**src/rtl/vid_pkg.sv**
```systemverilog
`default_nettype none
// ============================================================================
// Module      : vid_pkg
// Description : Register map, bus commands and register images shared by the
//               vid5a-style timing controller and its configuration master.
// Revision    : 1.0 - initial release
// ============================================================================
package vid_pkg;

    localparam logic [7:0] VID_CR      = 8'h00;
    localparam logic [7:0] VID_H1      = 8'h28;
    localparam logic [7:0] VID_H2      = 8'h30;
    localparam logic [7:0] VID_V1      = 8'h38;
    localparam logic [7:0] VID_V2      = 8'h40;
    localparam logic [7:0] VID_BASE    = 8'h48;
    localparam logic [7:0] VID_LINEINC = 8'h50;

    localparam logic [2:0] CMD_WR_DATA = 3'b000;
    localparam logic [2:0] CMD_WR_REQ  = 3'b100;
    localparam logic [2:0] CMD_WR_RSP  = 3'b101;

    localparam int VID_NUM_WR = 7;

    typedef struct packed {
        logic [1:0] vclk;
        logic [3:0] rsvd1;
        logic [5:0] pcnt;
        logic       en;
        logic [2:0] rsvd0;
    } vid_cr_t;

    typedef struct packed {
        logic [12:0] h_total;
        logic [12:0] h_active;
    } vid_h1_t;

    typedef struct packed {
        logic [12:0] hs_end;
        logic [12:0] hs_start;
    } vid_h2_t;

    typedef struct packed {
        logic [12:0] v_total;
        logic [12:0] v_active;
    } vid_v1_t;

    typedef struct packed {
        logic [12:0] vs_end;
        logic [12:0] vs_start;
    } vid_v2_t;

    typedef enum logic [2:0] {
        ST_IDLE = 3'd0,
        ST_REQ  = 3'd1,
        ST_ADDR = 3'd2,
        ST_DATA = 3'd3,
        ST_RESP = 3'd4,
        ST_DONE = 3'd5,
        ST_ERR  = 3'd6
    } vid_cfg_state_t;

    // CR is deliberately last: the controller locks its registers once en=1.
    function automatic logic [7:0] vid_wr_offset(input logic [2:0] idx);
        case (idx)
            3'd0:    return VID_H1;
            3'd1:    return VID_H2;
            3'd2:    return VID_V1;
            3'd3:    return VID_V2;
            3'd4:    return VID_BASE;
            3'd5:    return VID_LINEINC;
            default: return VID_CR;
        endcase
    endfunction

endpackage
`default_nettype wire

```
**src/rtl/vid_cfg_master_if.sv**
```systemverilog
`default_nettype none
// ============================================================================
// Module      : vid_cfg_master_if
// Description : Initiator-side bus signals between the config master and the
//               arbiter / video controller response path.
// Revision    : 1.0 - initial release
// ============================================================================
interface vid_cfg_master_if;

    logic [1:0]  reqout;
    logic [2:0]  cmdout;
    logic [1:0]  lenout;
    logic [31:0] addrdataout;
    logic [3:0]  reqtar;
    logic        ackin;
    logic        selin;
    logic [2:0]  cmdin;

    modport master (
        output reqout, cmdout, lenout, addrdataout, reqtar,
        input  ackin, selin, cmdin
    );

    modport slave (
        input  reqout, cmdout, lenout, addrdataout, reqtar,
        output ackin, selin, cmdin
    );

endinterface
`default_nettype wire

```
**src/rtl/vid_cfg_master.sv**
```systemverilog
`default_nettype none
// ============================================================================
// Module      : vid_cfg_master
// Description : Programs the video timing controller with seven single-beat
//               register writes per start pulse, one outstanding at a time.
// Revision    : 1.0 - initial release
// ============================================================================
module vid_cfg_master
    import vid_pkg::*;
#(
    parameter logic [3:0] TGT_ID       = 4'd1,
    parameter int         RESP_TIMEOUT = 255
) (
    input  logic               clk,
    input  logic               reset,
    input  logic               start,
    input  logic [15:0]        cfg_cr,
    input  logic [25:0]        cfg_h1,
    input  logic [25:0]        cfg_h2,
    input  logic [25:0]        cfg_v1,
    input  logic [25:0]        cfg_v2,
    input  logic [31:0]        cfg_base,
    input  logic [31:0]        cfg_lineinc,
    vid_cfg_master_if.master   bus,
    output logic               busy,
    output logic               done,
    output logic               err
);

    // Last counter value tolerated in RESP; ERR then lands RESP_TIMEOUT cycles after DATA.
    localparam logic [7:0] c_tmo_last = 8'(RESP_TIMEOUT - 1);
    localparam logic [2:0] c_idx_last = 3'(VID_NUM_WR - 1);

    vid_cfg_state_t r_state;
    logic [2:0]     r_idx;
    logic [7:0]     r_cnt;
    logic [31:0]    r_wr_data [8];

    logic [7:0]     w_cnt_inc;
    logic           w_rsp;
    logic           w_accept;

    assign w_cnt_inc  = (r_cnt == 8'hFF) ? r_cnt : r_cnt + 8'd1;
    assign w_rsp      = bus.selin && (bus.cmdin == CMD_WR_RSP);
    assign w_accept   = (r_state == ST_IDLE) && start;
    assign bus.lenout = 2'b00;

    always_ff @(posedge clk) begin
        if (w_accept) begin
            r_wr_data[0] <= {6'd0, cfg_h1};
            r_wr_data[1] <= {6'd0, cfg_h2};
            r_wr_data[2] <= {6'd0, cfg_v1};
            r_wr_data[3] <= {6'd0, cfg_v2};
            r_wr_data[4] <= cfg_base;
            r_wr_data[5] <= cfg_lineinc;
            r_wr_data[6] <= {16'd0, cfg_cr};
            r_wr_data[7] <= 32'd0;
        end
    end

    // Outputs are registered against the state being entered.
    always_ff @(posedge clk) begin
        if (reset) begin
            r_state         <= ST_IDLE;
            r_idx           <= 3'd0;
            r_cnt           <= 8'd0;
            bus.reqout      <= 2'b00;
            bus.cmdout      <= CMD_WR_DATA;
            bus.addrdataout <= 32'd0;
            bus.reqtar      <= 4'd0;
            busy            <= 1'b0;
            done            <= 1'b0;
            err             <= 1'b0;
        end else begin
            bus.reqout      <= 2'b00;
            bus.cmdout      <= CMD_WR_DATA;
            bus.addrdataout <= 32'd0;
            bus.reqtar      <= 4'd0;
            busy            <= 1'b1;
            done            <= 1'b0;

            case (r_state)
                ST_IDLE: begin
                    if (start) begin
                        r_state    <= ST_REQ;
                        r_idx      <= 3'd0;
                        err        <= 1'b0;
                        bus.reqout <= 2'b11;
                        bus.reqtar <= TGT_ID;
                    end else begin
                        busy <= 1'b0;
                    end
                end

                ST_REQ: begin
                    if (bus.ackin) begin
                        r_state         <= ST_ADDR;
                        bus.cmdout      <= CMD_WR_REQ;
                        bus.addrdataout <= {24'd0, vid_wr_offset(r_idx)};
                    end else begin
                        bus.reqout <= 2'b11;
                        bus.reqtar <= TGT_ID;
                    end
                end

                ST_ADDR: begin
                    r_state         <= ST_DATA;
                    bus.addrdataout <= r_wr_data[r_idx];
                end

                ST_DATA: begin
                    r_state <= ST_RESP;
                    r_cnt   <= 8'd0;
                end

                ST_RESP: begin
                    if (w_rsp) begin
                        if (r_idx == c_idx_last) begin
                            r_state <= ST_DONE;
                            done    <= 1'b1;
                        end else begin
                            r_state    <= ST_REQ;
                            r_idx      <= r_idx + 3'd1;
                            bus.reqout <= 2'b11;
                            bus.reqtar <= TGT_ID;
                        end
                    end else if (w_cnt_inc >= c_tmo_last) begin
                        r_state <= ST_ERR;
                        err     <= 1'b1;
                    end else begin
                        r_cnt <= w_cnt_inc;
                    end
                end

                ST_DONE: begin
                    r_state <= ST_IDLE;
                    busy    <= 1'b0;
                end

                ST_ERR: begin
                    r_state <= ST_IDLE;
                    busy    <= 1'b0;
                end

                default: begin
                    r_state <= ST_IDLE;
                    busy    <= 1'b0;
                end
            endcase
        end
    end

endmodule
`default_nettype wire

```
**src/flat_wrapper.sv**
```systemverilog
// flat-port wrapper written by rule: the top's interface ports become plain ports
module vid_cfg_master_flat import vid_pkg::*;
#(
    parameter logic [3:0] TGT_ID       = 4'd1,
    parameter int         RESP_TIMEOUT = 255
)
  (clk, reset, start, cfg_cr, cfg_h1, cfg_h2, cfg_v1, cfg_v2, cfg_base, cfg_lineinc, busy, done, err, bus_reqout, bus_cmdout, bus_lenout, bus_addrdataout, bus_reqtar, bus_ackin, bus_selin, bus_cmdin);
  vid_cfg_master_if bus_i ();
  input  logic clk;
  input  logic reset;
  input  logic start;
  input  logic [15:0] cfg_cr;
  input  logic [25:0] cfg_h1;
  input  logic [25:0] cfg_h2;
  input  logic [25:0] cfg_v1;
  input  logic [25:0] cfg_v2;
  input  logic [31:0] cfg_base;
  input  logic [31:0] cfg_lineinc;
  output logic busy;
  output logic done;
  output logic err;
  output wire logic [$bits(bus_i.reqout)-1:0] bus_reqout;
  output wire logic [$bits(bus_i.cmdout)-1:0] bus_cmdout;
  output wire logic [$bits(bus_i.lenout)-1:0] bus_lenout;
  output wire logic [$bits(bus_i.addrdataout)-1:0] bus_addrdataout;
  output wire logic [$bits(bus_i.reqtar)-1:0] bus_reqtar;
  input wire logic [$bits(bus_i.ackin)-1:0] bus_ackin;
  input wire logic [$bits(bus_i.selin)-1:0] bus_selin;
  input wire logic [$bits(bus_i.cmdin)-1:0] bus_cmdin;
  assign bus_reqout = bus_i.reqout;
  assign bus_cmdout = bus_i.cmdout;
  assign bus_lenout = bus_i.lenout;
  assign bus_addrdataout = bus_i.addrdataout;
  assign bus_reqtar = bus_i.reqtar;
  assign bus_i.ackin = bus_ackin;
  assign bus_i.selin = bus_selin;
  assign bus_i.cmdin = bus_cmdin;
  vid_cfg_master #(.TGT_ID(TGT_ID), .RESP_TIMEOUT(RESP_TIMEOUT)) u_core (.clk(clk), .reset(reset), .start(start), .cfg_cr(cfg_cr), .cfg_h1(cfg_h1), .cfg_h2(cfg_h2), .cfg_v1(cfg_v1), .cfg_v2(cfg_v2), .cfg_base(cfg_base), .cfg_lineinc(cfg_lineinc), .bus(bus_i), .busy(busy), .done(done), .err(err));
endmodule
```
**config.mk**
```make
export PLATFORM = sky130hd
export DESIGN_NAME = vid_cfg_master_flat
export DESIGN_NICKNAME = d
export VERILOG_FILES = /design/src/rtl/vid_pkg.sv /design/src/rtl/vid_cfg_master_if.sv /design/src/rtl/vid_cfg_master.sv /design/src/flat_wrapper.sv
export SDC_FILE = /design/constraint.sdc
export NUM_CORES = 1
export LEC_CHECK = 0
export CAP_MARGIN = 10
export CORE_UTILIZATION = 44
export CTS_CLUSTER_SIZE = 30
export DETAILED_ROUTE_END_ITERATION = 10
export PLACE_DENSITY = 0.76
export SLEW_MARGIN = 40
export SYNTH_ARGS = -nofsm -noshare
export SYNTH_HDL_FRONTEND = slang
export SYNTH_SLANG_ARGS = --single-unit
export TNS_END_PERCENT = 100
```
**constraint.sdc**
```tcl
create_clock -name clk -period 4.8 [get_ports clk]
set_input_delay 0.48 -clock clk [delete_from_list [all_inputs] [get_ports clk]]
set_output_delay 0.48 -clock clk [all_outputs]
set_load 0.005 [all_outputs]
```
# Word level (Yosys, flattened, before mapping)
# Memory sizes are Yosys's and may differ from the RTL's. A register that Yosys moved wholly into a read port is not among the register bits.
# Index checks and enable logic that the tools add are counted.
# Widths: inputs -> output; s select.
[op_classes] add_sub_neg=2 n_lt_le_gt_ge=1 eq_ne=20 mux=39 n_bitwise=3 reduce_logical=13
[op_table] cell="$pmux 32 s2" count=1
[op_table] cell="$pmux 7 s6" count=1
[op_table] cell="$mux 3" count=11
[op_table] cell="$mux 8" count=4
[op_table] cell="$pmux 8 s2" count=1
[op_table] cell="$eq 3x3->1 const B" count=5
[op_table] cell="$pmux 3 s5" count=1
[op_table] cell="$eq 3x2->1 const B" count=4
[op_table] cell="$pmux 4 s3" count=1
[op_table] cell="$mux 1" count=10
[op_table] cell="$ne 2x2->1 const B" count=5
[op_table] cell="$add 8x1->8 const B" count=1
[op_table] cell="$eq 8x8->1 const B" count=1
[op_table] cell="$ge 8x8->1 const B" count=1
[op_table] cell="$mux 2" count=4
[op_table] cell="$reduce_and 4->1" count=2
[op_table] cell="$eq 3x1->1 const B" count=2
[op_table] cell="$logic_not 3->1" count=2
[op_table] cell="$pmux 2 s3" count=1
[op_table] cell="$pmux 3 s2" count=1
[op_table] cell="$reduce_and 3->1" count=2
[op_table] cell="$mux 4" count=1
[op_table] cell="$ne 2x1->1 const B" count=2
[op_table] cell="$pmux 1 s2" count=2
[op_table] cell="8 further kinds" count=12
[word_totals] reg_bits=58 ram_bits=256 in_bits=192 output_inout_bits=46 wordCells=89 mem_count=1
[mem_list] memory="u_core.r_wr_data" depth=8 word_bits=32 rd=1 rd_clocked_by_memory_dff=1 write_ports=8 line="vid_cfg_master.sv:37" text="logic [31:0] r_wr_data [8];"

# Logic depth before layout (Yosys ltp)
# Gate-level depths: netlist of the first run.
[logic_depth] word_depth=6 mapped_depth=7

# Worst setup path before layout of the first run
# No wires, ideal clock.
[synth_path] path_kind="register -> register" from="register u_core.r_state[1]" to="memory u_core.r_wr_data[0][0] (enable)" setup_ns=0.535 arrival_time_ns=4.306 setup_slack_ns=-0.041 stages_incl_launch_ff=4 cell_sequence="dfxtp_1 > clkbuf_1 > nand3b_1 > inv_1"
[synth_lines] item="from (decl)" line="vid_cfg_master.sv:34" text="vid_cfg_state_t r_state;"
[synth_lines] item="from (signal assigned)" line="vid_cfg_master.sv:64" text="r_state <= ST_IDLE;"
[synth_lines] item="from (signal assigned)" line="vid_cfg_master.sv:85" text="r_state <= ST_REQ;"
[synth_lines] item="from (signal assigned)" line="vid_cfg_master.sv:97" text="r_state <= ST_ADDR;"
[synth_lines] item="to (decl)" line="vid_cfg_master.sv:37"

==> results by group, run 1 <==
Layout
  – Register area: 0.00661 mm2
  – Fill count: 1401
  – Finished Layout Cells: 1063
  – Final Net Count: 976
  – Area occupied by multi-input gates: 0.00216 mm2
  – Syn-to-layout area delta: 37.2%
  – Share of cells above drive strength 1: 0.120

Synthesis
  – Seq/Total Area, Yosys: 0.736
  – Post-synthesis adder-cell area fraction: 0.00837
  – Largest family of logic cells by synthesized area: multiplexers
  – Multiplexer share of the synthesized area: 0.107
  – XOR/XNOR Fraction of Synth Area: 0.000976
  – Post-Synthesis Cells: 545
  – Synth warn: 0
  – Distinct cells, synth: 53
  – Area share of and/or/nand/nor cells after synthesis: 0.0586
  – Post-synth EDFFs: 184
  – Most used DFF post-synth: edfxtp_1
  – Synth Register Bits: roughly 240
  – Complex-gate fraction of the synthesized area: 0.0629
  – Syn_area_per_cell: roughly 16 um2
  – Mapped Area: 0.00897 mm2
  – Async S/R FF share, synth: 0

Pwr
  – Power per cell area: 375 mW/mm2
  – Int Power: around 3.7 mW
  – Switching Share: 0.209
  – Clock power frac: 0.387
  – LEAKAGE: between 4 and 5 nW
  – Max VDD drop: 0.287 mV
  – Comb power frac: 0.082
  – Seq pwr share: 0.531
  – Design Power: 4.62 mW
  – Sw Pwr: 0.968 mW

Worst setup path
  – R2R Path Start: u_core.r_state[0]
  – Worst EP arrival: 2700 ps
  – Startpoint types: flop
  – Worst setup startpoint: u_core.r_state[0]
  – Crit Path Category: reg2reg
  – Crit-path cells: nor2_1 -> nand3b_1 -> clkinvlp_4 -> buf_16 -> buf_4
  – Worst Path Required: 5020 ps
  – Critical Path Slowest Stage Cell: clkinvlp_4
  – CP Capture Type: flop
  – Delay of the slowest critical-path stage: 560 ps
  – Max FO, Critical Path: 39

Detailed routing
  – Iteration-0 DRC Markers: 301
  – DRC: 0
  – Via density: 5.12
  – Via count: between 5k and 6k
  – Antenna viol nets, final: 0
  – Detailed Route WL: between 15 and 20 mm
  – WL/cell: 18.8 um
  – TritonRoute pass-1 iters: 5

GRT
  – Vias in the first global route: 5793
  – First-pass GRT wire length: 29.9 mm
  – Total track usage: 0.191
  – Initial antenna violation count: 0
  – Largest net degree at the start of global routing: 102
  – Total gr overflow: 0

Floorplanning
  – DIE AREA: 0.0210 mm2
  – Num rows: 51
  – Die Ht: 145 um
  – Initial core utilization: 0.455
  – Die width: 145 um
  – Core area: 0.0197 mm2
  – I/O pins: roughly 240

Clock tree
  – Maximum clock path buffer count: 3
  – CTS H-Tree Depth: 1
  – CTS tree: yes
  – Post-CTS setup buffer count: 0
  – Clk Latency, worst-skew pair: 520 ps
  – CTS hold repair buffers: 0
  – Worst-path clk slew: 60 ps
  – Post_cts resized: 0
  – Clock root cell: clkbuf_16
  – Num CTS Buffers: 25
  – TritonCTS Sinks: 238

Min path
  – Hold Crit Start: u_core.err
  – HP Class: reg2reg

STA
  – Final setup viols: 0
  – Max_slew headroom: 0.617
  – Final min period: 2470 ps
  – RSZ-0062 raised after global routing: false
  – Setup tns final: 0 ps
  – Slew Limit Fails: 0
  – Endpoints failing hold: 0
  – Setup WS post-layout: 2330 ps
  – F_max: 0.404 GHz
  – Clk_skew: 19.8 ps
  – Final worst-path cycle share: 0.516
  – Worst-margin pin slew: 574 ps

Placement
  – Final RePlAce weighted congestion: 0.841
  – HPWL after DPL: 14.1 mm
  – Dpl cells: around 1k
  – Port Buffers: 230
  – Pre-CTS setup slack: 1970 ps

Outcome
  – Status: finished, final reports clean

Job
  – Max Cap Violations: 0
-- synthesized netlist by cell type (3+ instances only) --
master / number / area share
a211oi_1: 12 / 0.010
a21oi_1: 21 / 0.012
a22oi_1: 10 / 0.0084
and3_1: 3 / 0.0021
buf_2: 11 / 0.0061
buf_4: 11 / 0.0092
clkbuf_1: 13 / 0.0054
dfxtp_1: 54 / 0.12
edfxtp_1: 184 / 0.62
ha_1: 6 / 0.0084
inv_1: 7 / 0.0029
mux2_2: 10 / 0.013
mux2i_1: 26 / 0.029
mux4_2: 26 / 0.065
nand2_1: 19 / 0.0079
nand2b_1: 4 / 0.0028
nand3_1: 10 / 0.0056
nand4_1: 3 / 0.0021
nor2_1: 54 / 0.023
nor2b_1: 5 / 0.0035
o211ai_1: 7 / 0.0059
o21ai_0: 12 / 0.0067
-- flip-flops by register name, summed over array words and instances (netlist names), named ones only --
signal	cells
u_core.bus.addrdataout	32
u_core.err	1
u_core.r_state	3
u_core.r_cnt	8
u_core.r_wr_data	184
u_core.r_idx	3
u_core.bus.cmdout	1
u_core.done	1
u_core.bus.reqout	1
u_core.busy	1
-- metal layers --
metal	part of all wire	track usage	vias to the layer above
li1	-	-	2556
met1	0.38	0.226	2619
met2	0.51	0.330	227
met3	0.084	0.0559	42
met4	0.030	0.0715	0
met5	0	0	-
-- final timing paths --
path | slack (ps) | depth (start not counted) | end
worst max register to register | 2330 | 5 | u_core.r_wr_data[0][13]
worst min register to register | 480 | 2 | u_core.err
worst max-delay path | 2330 | 5 | u_core.r_wr_data[0][13]
worst min-delay path | 480 | 2 | u_core.err
-- cell type report --
type	instances	area share
Antenna cell	1	0.000203
Clock buffer	28	0.0525
Clock inverter	18	0.00986
Inverter	7	0.00244
Multi-Input combinational cell	268	0.176
Sequential cell	238	0.537
Tap cell	265	0.0269
Timing Repair Buffer	238	0.196
-- cells in the final DEF (no fill, tap or decap), types with 3 or more instances in the layout --
cell type        count
nand3_1             10
mux4_2              26
dfxtp_1             52
and3_1               3
clkinv_1             6
mux2_2              10
inv_1                6
o211ai_1             7
o21ai_0             12
clkdlybuf4s50_1    230
a211oi_1            12
clkbuf_16           25
nand4_1              3
a21oi_1             21
buf_4                5
edfxtp_1           184
a22oi_1             10
nor2_1              53
nand2b_1             4
mux2i_1             26
nand2_1             19
conb_1               7
clkinv_2             7
nor2b_1              5
ha_1                 6
-- stage by stage --
step                hold slack (ps)  area, um2   util
floorplan                       453       9000      -
global placement                460      11500  0.583
detailed placement              474      11500  0.585
CTS                             490      12300  0.624
global route                    497      12300  0.624
finish                          483      12300  0.624
-- worst max-delay path, delay by kind of cell (launching register included) --
family | cells | cell delay (ps)
buffers and inverters | 3 | 1220
DFF | 1 | 550
and+or+nand+nor | 2 | 370
-- power groups by stage --
stage	clock (mW)	sequential, mW	combinational [mW]
after CTS	1.83	2.46	0.384
after global routing	1.91	2.47	0.408
final	1.79	2.45	0.380
after floorplan	0	2.50	0.154
after detailed placement	0	2.50	0.382
after global placement	0	2.49	0.363
-- kinds of logic (layout without fill, tap and decap cells) --
group / count (synthesis) / after routing
other: 1 / 8
muxes: 62 / 62
buffers and inverters: 45 / 291
AOI/OAI and AO/OA: 81 / 81
and+or+nand+nor: 111 / 111
adders and majority gates: 6 / 6
xor gates and xnor gates: 1 / 1
DFF: 238 / 238
Power figures use the tool's default switching activity.
==> run 2: changes to the inputs <==
clock period = 2.1 ns   (was 4.8 ns; I/O delays follow)
==> run 2 against run 1 <==
Sequential share of layout area fell by 0.81 points. Global-route usage increased by 0.78 points. Hold slack worse by 230 ps. Routed wire length up 3.7%. Final cell count is 1.2% higher. Critical path type unchanged. Critical endpoint is now u_core.r_cnt[5].
==> results by group, run 2 (synthesis gave the netlist of run 1 again) <==
Detailed routing
  – DRC: 0 (unchanged)
  – Via count: 5589 (+2.7%)
  – WL/cell: 19.3 um (+2.4%)
  – Iteration-0 DRC Markers: 286 (-5.0%)
  – Detailed Route WL: 20.7 mm (+3.7%)
  – Via density: 5.19 (+1.4%)
  – TritonRoute pass-1 iters: 4 (-1)
  – Antenna viol nets, final: 0 (unchanged)

STA
  – Endpoints failing hold: 0 (unchanged)
  – Clk_skew: 11.5 ps (-8.31 ps)
  – Final worst-path cycle share: 0.935 (+0.419)
  – Setup tns final: 0 ps (unchanged)
  – RSZ-0062 raised after global routing: false
  – Final min period: 1960 ps (-511 ps)
  – Final setup viols: 0 (unchanged)
  – Worst-margin pin slew: 732 ps (+158 ps)
  – Slew Limit Fails: 0 (unchanged)
  – Max_slew headroom: 0.510 (-0.107)
  – Setup WS post-layout: 137 ps (-2190 ps)
  – F_max: 0.509 GHz (+26%)

Layout
  – Final Net Count: 990 (+1.4%)
  – Fill count: 1431 (+2.1%)
  – Share of cells above drive strength 1: 0.141 (+0.0201)
  – Most common cell after layout, fill and taps aside: clkdlybuf4s50_1
  – Ant. Diodes: 0 (-1)
  – Util after Layout: 0.634 (+0.00971)
  – Most frequent cells in the layout: 230 x clkdlybuf4s50_1, 184 x edfxtp_1, 54 x nor2_1
  – Largest register FFs: 184 (unchanged)
  – Biggest regs: u_core.r_wr_data (184), u_core.bus.addrdataout (32), u_core.r_cnt (8)
  – Top reg by flops: u_core.r_wr_data
  – Syn-to-layout area delta: 39.3%

Outcome
  – Status: finished, final reports clean

Worst setup path
  – R2R setup slack: 140 ps (-2190 ps)
  – FF-to-FF End: u_core.r_cnt[5]
  – Max FO, Critical Path: 7 (-82%)
  – R2R Path Start: u_core.r_cnt[1]
  – Worst EP arrival: 2400 ps (-300 ps)
  – Worst R2R Path Depth: 6 (+1)
  – CP Capture Type: flop
  – Worst Path Required: 2540 ps (-2480 ps)
  – Crit Path Category: reg2reg
  – Startpoint types: flop
  – Crit-path cells: ha_1 -> and4_4 -> nand4_1 -> a211oi_2 -> nand2b_2 -> mux2i_1
  – Delay of the slowest critical-path stage: 430 ps (-130 ps)
  – Critical Path Slowest Stage Cell: dfxtp_1

Clock tree
  – CTS H-Tree Depth: 1 (unchanged)
  – CTS tree: yes
  – Clock root cell: clkbuf_16
  – Maximum clock path buffer count: 3 (unchanged)
  – Worst-path clk slew: 60 ps (about the same)
  – TritonCTS Sinks: 238 (unchanged)
  – Clk Latency, worst-skew pair: 510 ps (about the same)
  – Num CTS Buffers: 25 (unchanged)
  – CTS hold repair buffers: 0 (unchanged)

Pwr
  – Max VDD drop: 0.688 mV (+140%)
  – LEAKAGE: 4.27 nW (+2.7%)
  – Power per cell area: 887 mW/mm2 (+140%)
  – Design Power: 11.1 mW (+140%)

Placement
  – Final RePlAce weighted congestion: 0.817 (-2.9%)
  – HPWL after DPL: 14.9 mm (+5.4%)
  – Pre-CTS setup slack: 48.6 ps (-1920 ps)
  – Port Buffers: 230 (unchanged)

GRT
  – First-pass GRT wire length: 30.8 mm (+3.0%)
  – Largest net degree at the start of global routing: 80 (-22%)
  – Vias in the first global route: 5886 (+1.6%)
  – Initial antenna violation count: 0 (unchanged)
  – Total track usage: 0.199 (+0.00782)
  – Total gr overflow: 0 (unchanged)

Min path
  – Hold Path Stages: 1 (-1)
  – HP Class: in2reg
  – Hold Crit Start: cfg_h1[1]
  – Worst Hold End: u_core.r_wr_data[0][1]

Floorplanning
  – Num rows: 51 (unchanged)
  – Initial core utilization: 0.455 (unchanged)
  – Core area: 0.0197 mm2 (unchanged)
  – I/O pins: 238 (unchanged)
  – Die Ht: 145 um (unchanged)
  – Die width: 145 um (unchanged)
  – DIE AREA: 0.0210 mm2 (unchanged)

Job
  – Max Cap Violations: 0 (unchanged)
-- run 2: worst max-delay path by stage --
stage | from | end | slack [ps] | cells past startpoint
2_1_floorplan | u_core.r_state[1] | u_core.r_wr_data[0][0] | -1760 | 3
6_report | u_core.r_cnt[1] | u_core.r_cnt[5] | 140 | 6
4_1_cts | u_core.r_cnt[1] | u_core.r_cnt[5] | 20 | 6
3_3_place_gp | start | u_core.r_wr_data[5][26] | 220 | 4
3_5_place_dp | u_core.r_cnt[1] | u_core.r_cnt[5] | 50 | 6
5_1_grt | u_core.r_cnt[1] | u_core.r_cnt[4] | 40 | 6
-- run 2: layer usage --
metal  global-route usage  vias to the layer above  part of all wire  wire length (um)
met5                    0                        -                 0                 0
met3               0.0372                       33             0.064              1320
met2                0.363                      228              0.53             11000
met1                0.236                     2743              0.38              7950
met4               0.0632                        0             0.021               442
li1                     -                     2585                 -                 -
-- run 2: cell type report --
class	instances	area, um2	area share
Clock buffer	27	643	0.0514
Clock inverter	19	233	0.0186
Inverter	7	30.0	0.00240
Multi-Input combinational cell	268	2160	0.173
Sequential cell	238	6610	0.529
Tap cell	265	332	0.0265
Timing Repair Buffer	252	2490	0.199
-- run 2: metrics by stage --
stage	hold WS (ps)	instances	area (um2)
finish	251	1076	12500
global route	226	1076	12500
CTS	231	1076	12500
detailed placement	482	1030	11600
global placement	457	1030	11600
floorplan	309	551	9010
-- run 2: power breakdown --
group	switching, mW	total, mW	internal, mW
logic	0.365	0.867	0.502
clock network	1.77	4.61	2.84
registers	0.110	5.62	5.51
-- run 2: critical path, delay by kind of cell (launching register included) --
kind                     cells  cell delay (ps)
AND/OR/NAND/NOR              3              730
flip-flops                   1              430
AO/OA/AOI/OAI                1              310
adder cells (fa/ha/maj)      1              240
multiplexers                 1              190
-- run 2: repair_timing --
item / CTS / global route
endpoints found under the setup margin: 0 / 6
setup buffers: 0 / 0
endpoints found under the hold margin: 0 / 0
resized for setup: 0 / 1
==> run 3: changes to the inputs <==
CORE_UTILIZATION = 50   (was 44)
PLACE_DENSITY = 0.82   (was 0.76)
REMOVE_ABC_BUFFERS = 1   (was unset)
clock period = 2.4 ns   (was 2.1 ns; I/O delays follow)
==> run 3 against run 2 <==
Setup slack better by 59 ps. Sequential cell count did not move. Die area decreased by 12%. Clock power shrank 17%. Combinational power fell by 8.7%. Critical path depth did not move. Clock-buffer cell count fell by 1. Design area down 0.68%. Critical endpoint is now u_core.r_cnt[4]. Largest power group unchanged.
==> results by group, run 3 (synthesis gave the netlist of run 1 again) <==
Outcome
  – Status: finished, final reports clean

Placement
  – HPWL after DPL: 14.4 mm (-3.3%)
  – Port Buffers: 230 (unchanged)
  – Placed Area: 0.0116 mm2 (-0.30%)
  – Final RePlAce weighted congestion: 0.853 (+4.4%)
  – Dpl cells: 983 (-4.6%)

Detailed routing
  – TritonRoute pass-1 iters: 4 (unchanged)
  – WL/cell: 20.1 um (+4.4%)
  – Via count: 5544 (-0.81%)
  – Iteration-0 DRC Markers: 342 (+20%)
  – Via density: 5.39 (+3.7%)
  – Detailed Route WL: 20.7 mm (-0.14%)
  – DRC: 0 (unchanged)
  – Antenna viol nets, final: 0 (unchanged)

Min path
  – Hold Path Stages: 1 (unchanged)
  – Worst Hold End: u_core.r_wr_data[5][11]
  – HP Class: in2reg
  – Hold Crit Start: cfg_lineinc[11]

Floorplanning
  – I/O pins: 238 (unchanged)
  – Initial core utilization: 0.515 (+0.0601)
  – Core area: 0.0174 mm2 (-12%)
  – Die Ht: 136 um (-6.1%)
  – Die width: 136 um (-6.1%)
  – Num rows: 48 (-5.9%)
  – DIE AREA: 0.0185 mm2 (-12%)

Clock tree
  – Post-CTS setup buffer count: 0 (unchanged)
  – CTS H-Tree Depth: 1 (unchanged)
  – Num CTS Buffers: 25 (unchanged)
  – Post_cts resized: 0 (unchanged)
  – Worst-path clk slew: 60 ps (about the same)
  – CTS tree: yes
  – CTS hold repair buffers: 0 (unchanged)
  – TritonCTS Sinks: 238 (unchanged)
  – Maximum clock path buffer count: 3 (unchanged)
  – Clk Latency, worst-skew pair: 520 ps (about the same)
  – Clock root cell: clkbuf_16

Worst setup path
  – R2R Path Start: u_core.r_cnt[1]
  – CP Capture Type: flop
  – Max FO, Critical Path: 7 (unchanged)
  – Startpoint types: flop
  – Worst R2R Path Depth: 6 (unchanged)
  – Crit Path Category: reg2reg
  – FF-to-FF End: u_core.r_cnt[4]
  – Critical Path Slowest Stage Cell: dfxtp_1
  – Delay of the slowest critical-path stage: 440 ps (about the same)
  – Crit-path cells: ha_1 -> and4_4 -> nand4_1 -> a211oi_2 -> nand2b_1 -> mux2i_1
  – Worst EP arrival: 2640 ps (+240 ps)
  – R2R setup slack: 200 ps (+60 ps)
  – Worst Path Required: 2830 ps (+290 ps)

GRT
  – Largest net degree at the start of global routing: 37 (-54%)
  – Vias in the first global route: 5841 (-0.76%)
  – First-pass GRT wire length: 31.4 mm (+2.2%)
  – Initial antenna violation count: 0 (unchanged)
  – Total gr overflow: 0 (unchanged)
  – Total track usage: 0.230 (+0.0304)

STA
  – Final min period: 2200 ps (+241 ps)
  – Final worst-path cycle share: 0.919 (-0.0163)
  – Slew Limit Fails: 0 (unchanged)
  – Final setup viols: 0 (unchanged)
  – Worst-margin pin slew: 798 ps (+66.0 ps)
  – Max_slew headroom: 0.468 (-0.0422)
  – Clk_skew: 11.6 ps (+0.0953 ps)
  – Endpoints failing hold: 0 (unchanged)
  – F_max: 0.454 GHz (-11%)
  – RSZ-0062 raised after global routing: false

Layout
  – Most common cell after layout, fill and taps aside: clkdlybuf4s50_1
  – Finished Layout Cells: 1029 (-4.4%)
  – Share of cells above drive strength 1: 0.133 (-0.00748)
  – Syn-to-layout area delta: 38.4%
  – Largest register FFs: 184 (unchanged)
  – Biggest regs: u_core.r_wr_data (184), u_core.bus.addrdataout (32), u_core.r_cnt (8)
  – Finished Cell Area: 0.0124 mm2 (-0.68%)
  – Final Net Count: 983 (-0.71%)
  – Top reg by flops: u_core.r_wr_data
  – Most frequent cells in the layout: 230 x clkdlybuf4s50_1, 184 x edfxtp_1, 53 x nor2_1
  – Ant. Diodes: 0 (unchanged)

Pwr
  – Power per cell area: 768 mW/mm2 (-13%)
  – Max VDD drop: 0.783 mV (+14%)
  – LEAKAGE: 4.22 nW (-0.99%)

Job
  – Max Cap Violations: 0 (unchanged)
==> run 3: critical path: cells and delay by family, from the launching register on <==
family,cells,cell delay (ps)
and+or+nand+nor,3,820
DFF,1,440
muxes,1,250
AOI/OAI and AO/OA,1,300
adders and majority gates,1,320
==> run 3: layout make-up <==
cell class,count,area [um2]
Clock buffer,26,629
Clock inverter,20,199
Fill cell,1080,5000
Inverter,7,31.3
Multi-Input combinational cell,268,2160
Sequential cell,238,6610
Tap cell,225,282
Timing Repair Buffer,245,2500
==> run 3: worst max path at each step <==
stage	from	end	slack, ps	cells past startpoint
2_1_floorplan	u_core.r_state[0]	u_core.r_wr_data[0][0]	-2360	3
3_3_place_gp	flop	u_core.bus.addrdataout[30]	420	3
3_5_place_dp	u_core.r_cnt[1]	u_core.r_cnt[4]	260	6
4_1_cts	u_core.r_cnt[1]	u_core.r_cnt[4]	240	6
5_1_grt	u_core.r_cnt[1]	u_core.r_cnt[4]	100	6
6_report	u_core.r_cnt[1]	u_core.r_cnt[4]	200	6
==> run 3: per-layer routing <==
metal	GRT usage	wire length, um	up-vias
met5	0	0	-
li1	-	-	2571
met1	0.287	8030	2675
met2	0.393	10500	257
met4	0.0704	557	0
met3	0.0570	1650	41
==> run 3: power by group <==
group / internal, mW / switching (mW)
combinational: 0.464 / 0.328
sequential: 4.82 / 0.0989
clock: 2.25 / 1.58
total: 7.53 / 2.00
==> run 3: metrics by stage <==
step | setup TNS (ps) | setup slack (ps) | utilization | hold WS [ps] | total power, mW
final | 0 | 195 | 0.713 | 268 | 9.54
after global routing | 0 | 95.7 | 0.713 | 246 | 9.86
after CTS | 0 | 239 | 0.713 | 249 | 9.62
after detailed placement | 0 | 258 | 0.665 | 450 | 5.79
after global placement | 0 | 417 | 0.665 | 454 | 5.75
after floorplan | -451790 | -2360 | - | 309 | 5.30
